$ cat config.mk
export PLATFORM = sky130hd
export DESIGN_NAME = fifo18_to_gmii_flat
export DESIGN_NICKNAME = d
export VERILOG_FILES = /design/src/rtl/fifo18_to_gmii_if.sv /design/src/rtl/fifo18_to_gmii.sv /design/src/flat_wrapper.sv
export SDC_FILE = /design/constraint.sdc
export NUM_CORES = 1
export LEC_CHECK = 0
export CAP_MARGIN = 20
export CORE_ASPECT_RATIO = 1.4
export CORE_MARGIN = 4
export CORE_UTILIZATION = 50
export DETAILED_ROUTE_END_ITERATION = 7
export PLACE_DENSITY = 0.8
export SLEW_MARGIN = 30
export SYNTH_ARGS = -nofsm -noshare
export SYNTH_HDL_FRONTEND = slang
export SYNTH_SLANG_ARGS = --single-unit
$ cat constraint.sdc
create_clock -name gmii_tx_clk -period 6.1 [get_ports gmii_tx_clk]
set_input_delay 0.915 -clock gmii_tx_clk [delete_from_list [all_inputs] [get_ports gmii_tx_clk]]
set_output_delay 0.915 -clock gmii_tx_clk [all_outputs]
set_load 0.01 [all_outputs]
$ cat src/rtl/fifo18_to_gmii_if.sv
// FIFO read port and GMII transmit bus seen by the frame serializer.
interface fifo18_to_gmii_if;
  logic [17:0] dout;
  logic        empty;
  logic [7:0]  rd_count;
  logic        rd_en;
  logic [7:0]  gmii_txd;
  logic        gmii_tx_en;

  modport master (input dout, empty, rd_count, output rd_en, gmii_txd, gmii_tx_en);
  modport slave  (output dout, empty, rd_count, input rd_en, gmii_txd, gmii_tx_en);
endinterface

$ cat src/rtl/fifo18_to_gmii.sv
// Serializes flagged 18-bit FIFO words into GMII frames: preamble, SFD, payload,
// with underrun abort/discard and a programmable inter-frame gap.
module fifo18_to_gmii #(
  parameter logic [3:0] Gap        = 4'hC,
  parameter logic [7:0] StartLevel = 8'h04
) (
  input  logic             gmii_tx_clk,
  input  logic             sys_rst,
  input  logic             tx_enable,
  fifo18_to_gmii_if.master bus,
  output logic             busy,
  output logic [31:0]      tx_frame_count,
  output logic [15:0]      tx_underrun_count,
  output logic             underrun
);
  typedef enum logic [2:0] {IDLE, PREAMBLE, SFD, DATA_HI, DATA_LO, DISCARD, IFG} state_t;

  state_t     state;
  logic [3:0] cnt;
  logic [7:0] txd, lo_byte;
  logic       tx_en, rd_req, vld, last, starve;
  logic [1:0] flags;
  logic       start_ok;

  assign flags          = bus.dout[17:16];
  assign start_ok       = tx_enable && !bus.empty && (bus.rd_count >= StartLevel);
  assign bus.rd_en      = rd_req && !sys_rst;
  assign bus.gmii_txd   = txd;
  assign bus.gmii_tx_en = tx_en;
  assign busy           = (state != IDLE);

  // A word is requested one byte-slot ahead so it lands on dout exactly when the
  // SFD / low-byte slot ends; starve remembers that the request could not be made.
  always_ff @(posedge gmii_tx_clk) begin
    if (sys_rst) begin
      state             <= IDLE;
      cnt               <= 4'd0;
      txd               <= 8'h00;
      lo_byte           <= 8'h00;
      tx_en             <= 1'b0;
      rd_req            <= 1'b0;
      vld               <= 1'b0;
      last              <= 1'b0;
      starve            <= 1'b0;
      underrun          <= 1'b0;
      tx_frame_count    <= 32'd0;
      tx_underrun_count <= 16'd0;
    end else begin
      rd_req   <= 1'b0;
      underrun <= 1'b0;
      vld      <= bus.rd_en;
      case (state)
        IDLE: if (start_ok) begin
          state  <= PREAMBLE;
          cnt    <= 4'd0;
          tx_en  <= 1'b1;
          txd    <= 8'h55;
          starve <= 1'b0;
        end
        PREAMBLE: begin
          if (cnt == 4'd5) begin
            rd_req <= !bus.empty;
            starve <= bus.empty;
          end
          if (cnt == 4'd6) begin
            state <= SFD;
            txd   <= 8'hD5;
          end
          cnt <= cnt + 4'd1;
        end
        SFD, DATA_LO: begin
          if (starve) begin
            state             <= DISCARD;
            tx_en             <= 1'b0;
            txd               <= 8'h00;
            underrun          <= 1'b1;
            tx_underrun_count <= tx_underrun_count + 16'd1;
            rd_req            <= !bus.empty;
          end else if (flags[1]) begin
            state   <= DATA_HI;
            txd     <= bus.dout[15:8];
            lo_byte <= bus.dout[7:0];
            last    <= !flags[0];
            rd_req  <= flags[0] && !bus.empty;
            starve  <= flags[0] && bus.empty;
          end else begin
            state          <= IFG;
            cnt            <= 4'd0;
            tx_en          <= 1'b0;
            txd            <= 8'h00;
            tx_frame_count <= tx_frame_count + 32'd1;
          end
        end
        DATA_HI: begin
          if (last) begin
            state          <= IFG;
            cnt            <= 4'd0;
            tx_en          <= 1'b0;
            txd            <= 8'h00;
            tx_frame_count <= tx_frame_count + 32'd1;
          end else begin
            state <= DATA_LO;
            txd   <= lo_byte;
          end
        end
        // Reads alternate with data cycles so empty is never stale when sampled.
        DISCARD: begin
          if (vld && flags != 2'b11) begin
            state <= IFG;
            cnt   <= 4'd0;
          end else begin
            rd_req <= !rd_req && !bus.empty;
          end
        end
        IFG: begin
          if (cnt == Gap - 4'd1) state <= IDLE;
          else cnt <= cnt + 4'd1;
        end
        default: state <= IDLE;
      endcase
    end
  end
endmodule

$ cat src/flat_wrapper.sv
// flat-port wrapper written by rule: the top's interface ports become plain ports
module fifo18_to_gmii_flat 
#(
  parameter logic [3:0] Gap        = 4'hC,
  parameter logic [7:0] StartLevel = 8'h04
)
  (gmii_tx_clk, sys_rst, tx_enable, busy, tx_frame_count, tx_underrun_count, underrun, bus_dout, bus_empty, bus_rd_count, bus_rd_en, bus_gmii_txd, bus_gmii_tx_en);
  fifo18_to_gmii_if bus_i ();
  input  logic gmii_tx_clk;
  input  logic sys_rst;
  input  logic tx_enable;
  output logic busy;
  output logic [31:0] tx_frame_count;
  output logic [15:0] tx_underrun_count;
  output logic underrun;
  input wire logic [$bits(bus_i.dout)-1:0] bus_dout;
  input wire logic [$bits(bus_i.empty)-1:0] bus_empty;
  input wire logic [$bits(bus_i.rd_count)-1:0] bus_rd_count;
  output wire logic [$bits(bus_i.rd_en)-1:0] bus_rd_en;
  output wire logic [$bits(bus_i.gmii_txd)-1:0] bus_gmii_txd;
  output wire logic [$bits(bus_i.gmii_tx_en)-1:0] bus_gmii_tx_en;
  assign bus_i.dout = bus_dout;
  assign bus_i.empty = bus_empty;
  assign bus_i.rd_count = bus_rd_count;
  assign bus_rd_en = bus_i.rd_en;
  assign bus_gmii_txd = bus_i.gmii_txd;
  assign bus_gmii_tx_en = bus_i.gmii_tx_en;
  fifo18_to_gmii #(.Gap(Gap), .StartLevel(StartLevel)) u_core (.gmii_tx_clk(gmii_tx_clk), .sys_rst(sys_rst), .tx_enable(tx_enable), .bus(bus_i), .busy(busy), .tx_frame_count(tx_frame_count), .tx_underrun_count(tx_underrun_count), .underrun(underrun));
endmodule
## Word level (Yosys, flattened, before mapping)

Index checks and enable logic that the tools add are counted.

- $add $sub $neg: 3
- Multiply operators: 0
- Div/mod/pow operators: 0
- $lt $le $gt $ge: 1
- Eq/ne operators: 20
- Shifts and indexed selects: 0
- Mux-type cells: 41
- Bitwise operators: 2
- Reductions and logical operators: 28

Operators with widths:

| operator | number |
|---|---|
| $mux W32 | 3 |
| $pmux W32 S2 | 1 |
| $mux W8 | 5 |
| $add A32 B1 Y32 const B | 1 |
| $pmux W8 S4 | 1 |
| $mux W4 | 6 |
| $pmux W4 S6 | 1 |
| $mux W3 | 6 |
| $pmux W3 S6 | 1 |
| $add A16 B1 Y16 const B | 1 |
| $mux W1 | 13 |
| $ne A2 B1 Y1 const B | 6 |
| $reduce_and A4 Y1 | 3 |
| $eq A3 B3 Y1 const B | 3 |
| $pmux W1 S3 | 3 |
| $reduce_and A3 Y1 | 3 |
| $reduce_bool A3 Y1 | 3 |
| $eq A4 B3 Y1 const B | 2 |
| $ge A8 B3 Y1 const B | 1 |
| $ne A2 B2 Y1 const B | 4 |
| $logic_and A1 B1 Y1 | 7 |
| $reduce_and A7 Y1 | 1 |
| $eq A3 B2 Y1 const B | 2 |
| $reduce_bool A6 Y1 | 1 |
| other kinds (12) | 17 |

- Register bits: 77
- Bits in latches: 0
- RAM bits: 0
- Memory bits (read-only): 0
- Output and inout bits: 60
- Word-level logic and storage cells: 107
- Memories: 0

## Longest topological paths before layout

Gate-level depths: netlist of run 1.

- Depth in word-level cells: 5
- Mapped depth: 8

## Worst setup path before layout of run 1

OpenSTA, ideal clock, no wires.

- Path type: in2reg
- Start point: input bus_dout[17]
- End point: register u_core.tx_frame_count[27]
- Arrival time: 2.543 ns
- Slack: 3.487 ns
- Stages on the path: 6
- Path through: o41a_1 > buf_2 > or3_4 > buf_6 > or4_1 > a21oi_1

- Cells in the longest elaborated chain, start to end: 2

Ends and longest elaborated chain:

| what | RTL line | source |
|---|---|---|
| from (decl) | flat_wrapper.sv:16 | `input wire logic [$bits(bus_i.dout)-1:0] bus_dout;` |
| $ne A2 B2 Y1 (no line) | n/a |  |
| $reduce_and A4 Y1 (no line) | n/a |  |
| to (signal assigned) | fifo18_to_gmii.sv:91 | `tx_frame_count <= tx_frame_count + 32'd1;` |
| to (signal assigned) | fifo18_to_gmii.sv:100 | `tx_frame_count <= tx_frame_count + 32'd1;` |
| to (decl) | fifo18_to_gmii.sv:12 | `output logic [31:0] tx_frame_count,` |

No other way between the ends.
A chain may end at the register's enable or synchronous reset.

## Final worst setup path of run 1

- Start point: input bus_dout[17]
- End point: register u_core.tx_frame_count[24]

Same word-level chain as after synthesis.

==> impl_metrics.json, run 1 <==
{
  "status": "complete, no violations",
  "ys_warn_count": 0,
  "clock-sinks": 77,
  "nNetsFinal": 553,
  "critPathSlowestCell": "or4b_1",
  "routedWlPerCell_um": 14.4,
  "post-route-cell-area_um2": 4860,
  "floorplan.initialDensity_pct": 51.1,
  "whs_path_depth": 2,
  "startpoint": "bus_dout[17]",
  "setup_violations": 0,
  "slew_violations": 0,
  "post_cts_buffers": 0,
  "slowest_delay_ps": 880,
  "syn_nets": 480,
  "r2r-start": "u_core.state[1]",
  "cp_max_fo": 20,
  "diodes": 0,
  "p_int_mw": 0.950,
  "drc_errors": 0,
  "hold_viol": 0,
  "tightest_slew_ps": 809,
  "io_buffers": 87,
  "slew_headroom_pct": 45.3,
  "cts_hold_buffers": 0,
  "fp.dieW_um": 81.1,
  "combPwrFrac_pct": 23.2,
  "whs_endpoint": "u_core.bus.gmii_txd[4]",
  "placed_area_um2": 4630,
  "clkPwrFrac_pct": 32.6,
  "gr-total-overflow": 0,
  "ys_seq_area_share_pct": 41.3,
  "vias_per_cell": 5.67,
  "cts_buffers": 9,
  "critPathArrivalTime_ps": 3760,
  "ant_nets": 0,
  "grt_first_pass_wirelength_um": 15000,
  "hold_class": "flip-flop to flip-flop",
  "grt_usage_pct": 21.3,
  "cts-root-buf": "clkbuf_8",
  "switching_power_mw": 0.412,
  "p_leak_nw": 1.58,
  "p_seq_share_pct": 44.2,
  "grt_max_degree": 76,
  "timing.fmax_mhz": 287,
  "critPathKind": "input pin to flip-flop",
  "drt_iter0_drc": 172,
  "worstSkewPairLatency_ps": 360,
  "drv_cap": 0,
  "setup_tns_ps": 0,
  "first_pass_iters": 5,
  "antenna_found_initial": 0,
  "synthCells": 445,
  "synth.distinct_cells": 59,
  "wirelength_um": 8900,
  "crit_chain": "clkdlybuf4s50_1 > o41a_1 > or4b_1 > or4_1 > a21oi_1",
  "syn_area_per_cell_um2": 8.40,
  "fin_skew_ps": 12.5,
  "crit_path_end_kind": "flip-flop",
  "worstPathRequired_ps": 6380,
  "r2r_cells": 5,
  "final.setup.worst_slack_ps": 2620,
  "gp_congestion": 0.885,
  "fp.dieH_um": 110,
  "fin_crit_sh_pct": 57.1,
  "post_cts_resized": 0,
  "hold_start": "u_core.bus.gmii_txd[4]",
  "die_area_um2": 8940,
  "vdd_drop_max_uv": 174,
  "synth_edf_count": 0,
  "rsz0062_at_grt": "no",
  "cts_max_path_buffers": 2,
  "crit_family": "simple AND/OR/NAND/NOR gates",
  "core_um2": 7310,
  "p_sw_share_pct": 30.3,
  "grt_pass1_vias": 3362,
  "synthFlopType": "dfxtp_1",
  "path_buf_inv": 1,
  "rows": 37,
  "powerDensity_nw_per_um2": 280,
  "critical_path.startpoint_type": "input pin",
  "layout_min_cycle_time_ps": 3480,
  "vias": 3515,
  "drive_above_1_share_pct": 5.35,
  "reg2reg_to": "u_core.tx_frame_count[24]",
  "dp_hpwl_um": 6240,
  "cts_tree": "built",
  "cts.clk_slew.worst_paths_ps": 70,
  "synthesis.area_um2": 3740,
  "syn_to_final_growth_pct": 30.2,
  "ys_async_sr_fraction_pct": 0,
  "reg2reg_setup_slack_ps": 2730,
  "pre_cts_slack_ps": 2280,
  "ios": 90,
  "htreeDepth": 3,
  "ys_seq_elements": 77
}
-- worst reg2reg max path, stage by stage (launching register included) --
cell     delay (ps)
dfxtp_1         670
xnor2_1         340
o41a_1          650
or4b_1          880
or4_1           600
a21oi_1         140
-- cell usage after synthesis (all sizes together) (2+ instances only) --
library cell,instances,area share (%)
dfxtp,77,41
nor2,54,5.4
nand2,28,2.8
a21oi,26,3.5
o21ai,22,2.9
clkbuf,21,2.1
nand3,20,2.7
nand4,16,2.7
or3,16,2.8
xnor2,16,3.8
inv,15,1.5
xor2,12,2.8
mux2i,10,2.7
nor3,10,1.3
nor2b,8,1.3
o31ai,8,1.6
or4,8,1.6
buf,6,0.90
a221oi,5,1.2
and3,5,0.84
ha,5,1.7
nor4,5,0.84
a222oi,3,0.80
and4,3,0.70
nor4b,3,0.70
o211ai,3,0.60
or2,3,0.50
a22o,2,0.47
a31o,2,0.47
and3b,2,0.47
and4b,2,0.54
nand2b,2,0.33
nand3b,2,0.40
nor3b,2,0.40
o21bai,2,0.40
o31a,2,0.47
or4b,2,0.54
-- registers in the layout (all words and copies together) (netlist names) --
name                      count
u_core.bus.gmii_tx_en         1
u_core.rd_req                 1
u_core.cnt                    4
u_core.underrun               1
u_core.vld                    1
u_core.starve                 1
u_core.state                  3
u_core.bus.gmii_txd           8
u_core.last                   1
u_core.tx_underrun_count     16
u_core.lo_byte                8
u_core.tx_frame_count        32
-- per-layer routing --
metal,part of all wire [%],global-route usage [%]
met1,41,24.0
met3,5.2,5.20
met2,51,37.0
met4,2.5,10.6
met5,0,0
-- how the worst max path moves through the flow --
stage	endpoint	slack [ps]	depth (start not counted)
after global placement	u_core.tx_frame_count[30]	2320	5
after detailed placement	u_core.tx_frame_count[24]	2280	5
final	u_core.tx_frame_count[24]	2620	5
after floorplan	u_core.tx_frame_count[27]	3490	6
after global routing	u_core.tx_frame_count[28]	2510	5
after CTS	u_core.tx_frame_count[24]	2650	5
-- cell families (layout without fill, tap and decap cells) --
group                    count (synthesis)  in the layout  synth area share, %
AO/OA/AOI/OAI                           88             88                 15.4
XOR/XNOR                                28             28                 6.56
adder cells (fa/ha/maj)                  6              6                 1.94
buffers and inverters                   42            120                 4.52
flip-flops                              77             77                 41.3
multiplexers                            10             10                 2.68
AND/OR/NAND/NOR                        194            194                 27.6
-- through the flow --
stage | hold WS, ps | util [%] | cells | power (mW)
floorplan | 436 | - | 445 | 0.812
global placement | 458 | 63.3 | 604 | 0.920
detailed placement | 462 | 63.3 | 604 | 0.928
CTS | 474 | 66.5 | 620 | 1.37
global route | 514 | 66.5 | 620 | 1.43
finish | 474 | 66.5 | 620 | 1.36
-- power by group through the flow --
stage	clock (mW)	combinational, mW	sequential [mW]
floorplan	0	0.226	0.586
finish	0.444	0.316	0.601
detailed placement	0	0.316	0.612
CTS	0.456	0.318	0.601
global placement	0	0.310	0.610
global route	0.474	0.350	0.611
-- layout make-up --
class | count | area, µm²
clock inverters | 5 | 82.6
well taps | 97 | 121
multi-input cells | 326 | 2030
inverters | 15 | 56.3
repair buffers | 89 | 881
flip-flops and latches | 77 | 1540
fillers | 643 | 2450
clock buffers | 11 | 151
-- cells in the final DEF (no fill, tap or decap), drive strengths merged, types with 2 or more instances in the layout --
master	Yosys	layout
and4b	2	2
or3	16	16
o211ai	3	3
a21oi	26	26
inv	15	15
clkinv	0	3
nor2b	8	8
nor3b	2	2
clkdlybuf4s50	0	86
clkbuf	21	11
nor4	5	5
o31a	2	2
nand3	20	20
nor4b	3	3
or4	8	8
xnor2	16	16
bufinv	0	2
and4	3	3
a222oi	3	3
or2	3	3
buf	6	3
a31o	2	2
xor2	12	12
or4b	2	2
a22o	2	2
o21ai	22	22
o31ai	8	8
dfxtp	77	77
a221oi	5	5
nand4	16	16
o21bai	2	2
nor2	54	54
and3	5	5
and3b	2	2
ha	5	5
nor3	10	10
nand3b	2	2
mux2i	10	10
nand2b	2	2
nand2	28	28
Note: power is estimated with default switching activity, not from simulation.
==> run 2, diff against run 1 <==
--- a/config.mk
+++ b/config.mk
@@ -8,9 +8,9 @@
 export CAP_MARGIN = 20
 export CORE_ASPECT_RATIO = 1.4
 export CORE_MARGIN = 4
-export CORE_UTILIZATION = 50
+export CORE_UTILIZATION = 45
 export DETAILED_ROUTE_END_ITERATION = 7
-export PLACE_DENSITY = 0.8
+export PLACE_DENSITY = 0.76
 export SLEW_MARGIN = 30
 export SYNTH_ARGS = -nofsm -noshare
 export SYNTH_HDL_FRONTEND = slang
==> constraint.sdc (replaced) <==
create_clock -name gmii_tx_clk -period 2.8 [get_ports gmii_tx_clk]
set_input_delay 0.42 -clock gmii_tx_clk [delete_from_list [all_inputs] [get_ports gmii_tx_clk]]
set_output_delay 0.42 -clock gmii_tx_clk [all_outputs]
set_load 0.01 [all_outputs]
==> impl_metrics.json, run 2 (synthesized netlist as in run 1, its figures left out) <==
{
  "worstPathRequired_ps": 3050,
  "whs_endpoint": "u_core.bus.gmii_txd[4]",
  "setup_tns_ps": 0,
  "syn_to_final_growth_pct": 35.4,
  "grt_first_pass_wirelength_um": 16500,
  "diodes": 0,
  "cts_max_path_buffers": 2,
  "core_um2": 8150,
  "drt_iter0_drc": 250,
  "tightest_slew_ps": 916,
  "vias": 3596,
  "rsz0062_at_grt": "no",
  "grt_pass1_vias": 3572,
  "ant_nets": 0,
  "p_leak_nw": 1.68,
  "gr-total-overflow": 0,
  "cts-root-buf": "clkbuf_16",
  "whs_path_depth": 2,
  "htreeDepth": 3,
  "vdd_drop_max_uv": 464,
  "crit_path_end_kind": "flip-flop",
  "hold_start": "u_core.bus.gmii_txd[4]",
  "critical_path.startpoint_type": "input pin",
  "reg2reg_setup_slack_ps": 360,
  "fin_skew_ps": 14.4,
  "clock-sinks": 77,
  "grt_usage_pct": 20.3,
  "mostFrequentLayoutCell": "clkdlybuf4s50_1",
  "slew_headroom_pct": 38.4,
  "largest_reg_flops": 32,
  "powerDensity_nw_per_um2": 655,
  "first_pass_iters": 6,
  "timing.fmax_mhz": 407,
  "final_cell_count_no_fill": 638,
  "cts.clk_slew.worst_paths_ps": 60,
  "gp_congestion": 0.894,
  "fin_crit_sh_pct": 87.8,
  "grt_max_degree": 40,
  "place_inst": 622,
  "nNetsFinal": 566,
  "hold_class": "flip-flop to flip-flop",
  "post_cts_buffers": 0,
  "die_area_um2": 9850,
  "reg2reg_to": "u_core.tx_frame_count[26]",
  "routedWlPerCell_um": 15.0,
  "regMostFlops": "u_core.tx_frame_count",
  "critPathArrivalTime_ps": 2710,
  "cts_buffers": 9,
  "io_buffers": 87,
  "dp_hpwl_um": 6930,
  "fp.dieW_um": 85.0,
  "cp_max_fo": 12,
  "floorplan.initialDensity_pct": 45.8,
  "fp.dieH_um": 116,
  "layout_min_cycle_time_ps": 2460,
  "drv_cap": 0,
  "worstSkewPairLatency_ps": 330,
  "r2r-start": "u_core.tx_frame_count[3]",
  "antenna_found_initial": 0,
  "wirelength_um": 9590,
  "critPathKind": "input pin to flip-flop",
  "hold_viol": 0,
  "status": "complete, no violations",
  "rows": 39,
  "setup_violations": 0,
  "layout_common_cells": "86 x clkdlybuf4s50_1, 77 x dfxtp_1, 54 x nor2_1",
  "r2r_cells": 6,
  "slew_violations": 0,
  "cts_hold_buffers": 0,
  "top_regs": "u_core.tx_frame_count x32, u_core.tx_underrun_count x16",
  "vias_per_cell": 5.64,
  "ios": 90,
  "drive_above_1_share_pct": 7.46,
  "cts_tree": "built",
  "drc_errors": 0,
  "post_cts_resized": 0
}
-- run 2: changes by cell type in the layout (fill, tap and decap cells not counted), sizes merged --
cell / change
buf: +13
clkinv: -3
clkinvlp: +2
inv: +2
clkbuf: -1
-- run 2: critical path, stage by stage --
cell and delay, ps:
clkdlybuf4s50_1 450, o41a_1 440, or4b_1 670, buf_4 230
or3_1 350, a21oi_1 160
-- run 2: per-layer routing --
layer	GRT usage, %	wire [µm]
met3	5.41	535
met1	24.5	3980
met2	33.9	4810
met4	9.08	268
met5	0	0
-- run 2: area by class of cell --
class | count | area (µm²)
Tap cell | 102 | 128
Timing Repair Buffer | 102 | 978
Clock buffer | 10 | 229
Sequential cell | 77 | 1540
Fill cell | 682 | 3090
Multi-Input combinational cell | 326 | 2030
Clock inverter | 6 | 95.1
Inverter | 15 | 56.3
-- run 2: how the worst max path moves through the flow --
stage	slack [ps]	endpoint	startpoint
2_1_floorplan	530	u_core.tx_frame_count[28]	u_core.tx_frame_count[3]
3_3_place_gp	60	u_core.tx_frame_count[22]	bus_dout[17]
3_5_place_dp	30	u_core.tx_frame_count[26]	bus_dout[17]
4_1_cts	360	u_core.tx_frame_count[26]	u_core.tx_frame_count[3]
5_1_grt	160	u_core.tx_frame_count[22]	u_core.tx_frame_count[3]
6_report	340	u_core.tx_frame_count[26]	bus_dout[17]
-- run 2: per-stage QoR --
step / hold slack (ps) / util, % / total power [mW] / area (µm²) / worst slack [ps]
6_report: 472 / 62.1 / 3.31 / 5060 / 342
5_1_grt: 489 / 62.1 / 3.49 / 5060 / 163
4_1_cts: 476 / 62.1 / 3.34 / 5060 / 355
3_5_place_dp: 466 / 58.1 / 2.09 / 4730 / 31.0
3_3_place_gp: 458 / 58.1 / 2.06 / 4730 / 61.9
2_1_floorplan: 436 / - / 1.77 / 3740 / 525
-- run 2: report_power, final --
group	leakage, nW	internal [mW]	total (mW)	switching, mW
registers	0.622	1.18	1.25	0.0661
logic	0.903	0.382	0.814	0.432
clock network	0.151	0.790	1.25	0.459
==> run 3, diff against run 2 <==
--- a/config.mk
+++ b/config.mk
@@ -10,6 +10,7 @@
 export CORE_MARGIN = 4
 export CORE_UTILIZATION = 45
 export DETAILED_ROUTE_END_ITERATION = 7
+export GPL_TIMING_DRIVEN = 0
 export PLACE_DENSITY = 0.76
 export SLEW_MARGIN = 30
 export SYNTH_ARGS = -nofsm -noshare
==> impl_metrics.json, run 3 (synthesized netlist as in run 1, its figures left out) <==
{
  "grt_first_pass_wirelength_um": 16900,
  "crit_chain": "clkdlybuf4s50_1 > clkbuf_1 > clkbuf_2 > nor2_1 > clkdlybuf4s50_1",
  "hold_viol": 0,
  "whs_endpoint": "u_core.bus.gmii_txd[2]",
  "cp_max_fo": 10,
  "fin_skew_ps": 8.13,
  "vdd_drop_max_uv": 536,
  "nFillCells": 724,
  "r2r-start": "u_core.tx_frame_count[3]",
  "critical_path.startpoint_type": "input pin",
  "grt_usage_pct": 21.3,
  "htreeDepth": 3,
  "ant_nets": 0,
  "drc_errors": 0,
  "post_cts_buffers": 0,
  "regMostFlops": "u_core.tx_frame_count",
  "powerDensity_nw_per_um2": 623,
  "gp_congestion": 0.937,
  "reg2reg_setup_slack_ps": 280,
  "syn_to_final_growth_pct": 34.1,
  "fp.dieH_um": 116,
  "worstSkewPairLatency_ps": 330,
  "slew_violations": 0,
  "holdWs_ps": 467,
  "slew_headroom_pct": 39.9,
  "setup_tns_ps": 0,
  "final_util_pct": 61.5,
  "gr-total-overflow": 0,
  "diodes": 0,
  "crit_path_end_kind": "output pin",
  "seqCellArea_um2": 1540,
  "cts_tree": "built",
  "r2r_cells": 8,
  "drive_above_1_share_pct": 5.11,
  "setup_violations": 0,
  "grt_pass1_vias": 3588,
  "antenna_found_initial": 0,
  "path_buf_inv": 4,
  "hold_start": "u_core.bus.gmii_txd[2]",
  "cts-root-buf": "clkbuf_16",
  "die_area_um2": 9850,
  "layout_min_cycle_time_ps": 2690,
  "largest_reg_flops": 32,
  "drt_iter0_drc": 234,
  "path_common_cell": "clkdlybuf4s50_1",
  "startpoint": "sys_rst",
  "hold_class": "flip-flop to flip-flop",
  "layout_common_cells": "87 x clkdlybuf4s50_1, 77 x dfxtp_1, 54 x nor2_1",
  "slowest_delay_ps": 510,
  "nNetsFinal": 578,
  "cts.clk_slew.worst_paths_ps": 60,
  "p_leak_nw": 1.63,
  "floorplan.initialDensity_pct": 45.8,
  "reg2reg_to": "u_core.tx_frame_count[26]",
  "critPathArrivalTime_ps": 2270,
  "core_um2": 8150,
  "drv_cap": 0,
  "vias_per_cell": 5.66,
  "status": "complete, no violations",
  "critPathSlowestCell": "clkdlybuf4s50_1",
  "io_buffers": 87,
  "clock-sinks": 77,
  "tightest_slew_ps": 893,
  "top_regs": "u_core.tx_frame_count x32, u_core.tx_underrun_count x16",
  "whs_path_depth": 2,
  "rsz0062_at_grt": "no",
  "fp.dieW_um": 85.0,
  "cts_max_path_buffers": 2,
  "first_pass_iters": 4,
  "ios": 90,
  "grt_max_degree": 13,
  "crit_family": "buffers and inverters",
  "wirelength_um": 10300,
  "critPathKind": "input pin to output pin",
  "cts_buffers": 9,
  "fin_crit_sh_pct": 96.1,
  "worstPathRequired_ps": 2380,
  "mostFrequentLayoutCell": "clkdlybuf4s50_1",
  "timing.fmax_mhz": 372,
  "dp_hpwl_um": 7410,
  "routedWlPerCell_um": 15.8,
  "rows": 39,
  "vias": 3680,
  "multi_input_area_um2": 2030
}
-- run 3: per-stage QoR --
stage               total power [mW]  cell area, µm²  instances  worst slack (ps)
global placement                2.06            4730        634              -185
CTS                             3.13            5010        650               113
finish                          3.12            5010        650               109
global route                    3.28            5010        650              37.7
detailed placement              2.07            4740        634             -50.0
floorplan                       1.77            3740        445               525
-- run 3: report_power, final --
part           switching, mW  internal (mW)  leakage (nW)  total [mW]
Clock                  0.437          0.621         0.136        1.06
Combinational          0.459          0.357         0.873       0.817
Sequential            0.0624           1.18         0.622        1.25
-- run 3: final cells by class --
type / count / share of cell area [%]
timing repair buffer: 87 / 17.4
tap: 102 / 2.55
buffer: 27 / 2.27
multi-input combinational: 326 / 40.5
sequential: 77 / 30.8
clock buffer: 12 / 4.92
clock inverter: 4 / 0.474
inverter: 15 / 1.12
-- run 3: how the worst max path moves through the flow --
stage / to / slack, ps / depth (start not counted)
final: bus_rd_en / 110 / 5
after global routing: bus_rd_en / 40 / 5
after CTS: bus_rd_en / 110 / 5
after detailed placement: u_core.tx_frame_count[26] / -50 / 7
after global placement: u_core.lo_byte[5] / -180 / 6
after floorplan: u_core.tx_frame_count[28] / 530 / 7
-- run 3: worst reg2reg max path, cell delays in order (launching register included) --
cell and delay [ps]:
dfxtp_1 420, and4_1 210, buf_1 220, nand4_1 210, or4b_1 530, buf_2 180, buf_2 200, or3_1 350
a21oi_1 140
-- run 3: repair_timing --
action | 4_1_cts | 5_1_grt
endpoints found under the setup margin | 1 | 0
hold buffers | 0 | 0
gates resized for setup | 1 | 0
-- run 3: per-layer routing --
layer / wire length [µm] / GRT usage, % / vias to the layer above
li1: - / - / 1805
met1: 4310 / 25.2 / 1774
met2: 5240 / 36.6 / 82
met3: 496 / 5.83 / 19
met4: 210 / 8.34 / 0
met5: 0 / 0 / -
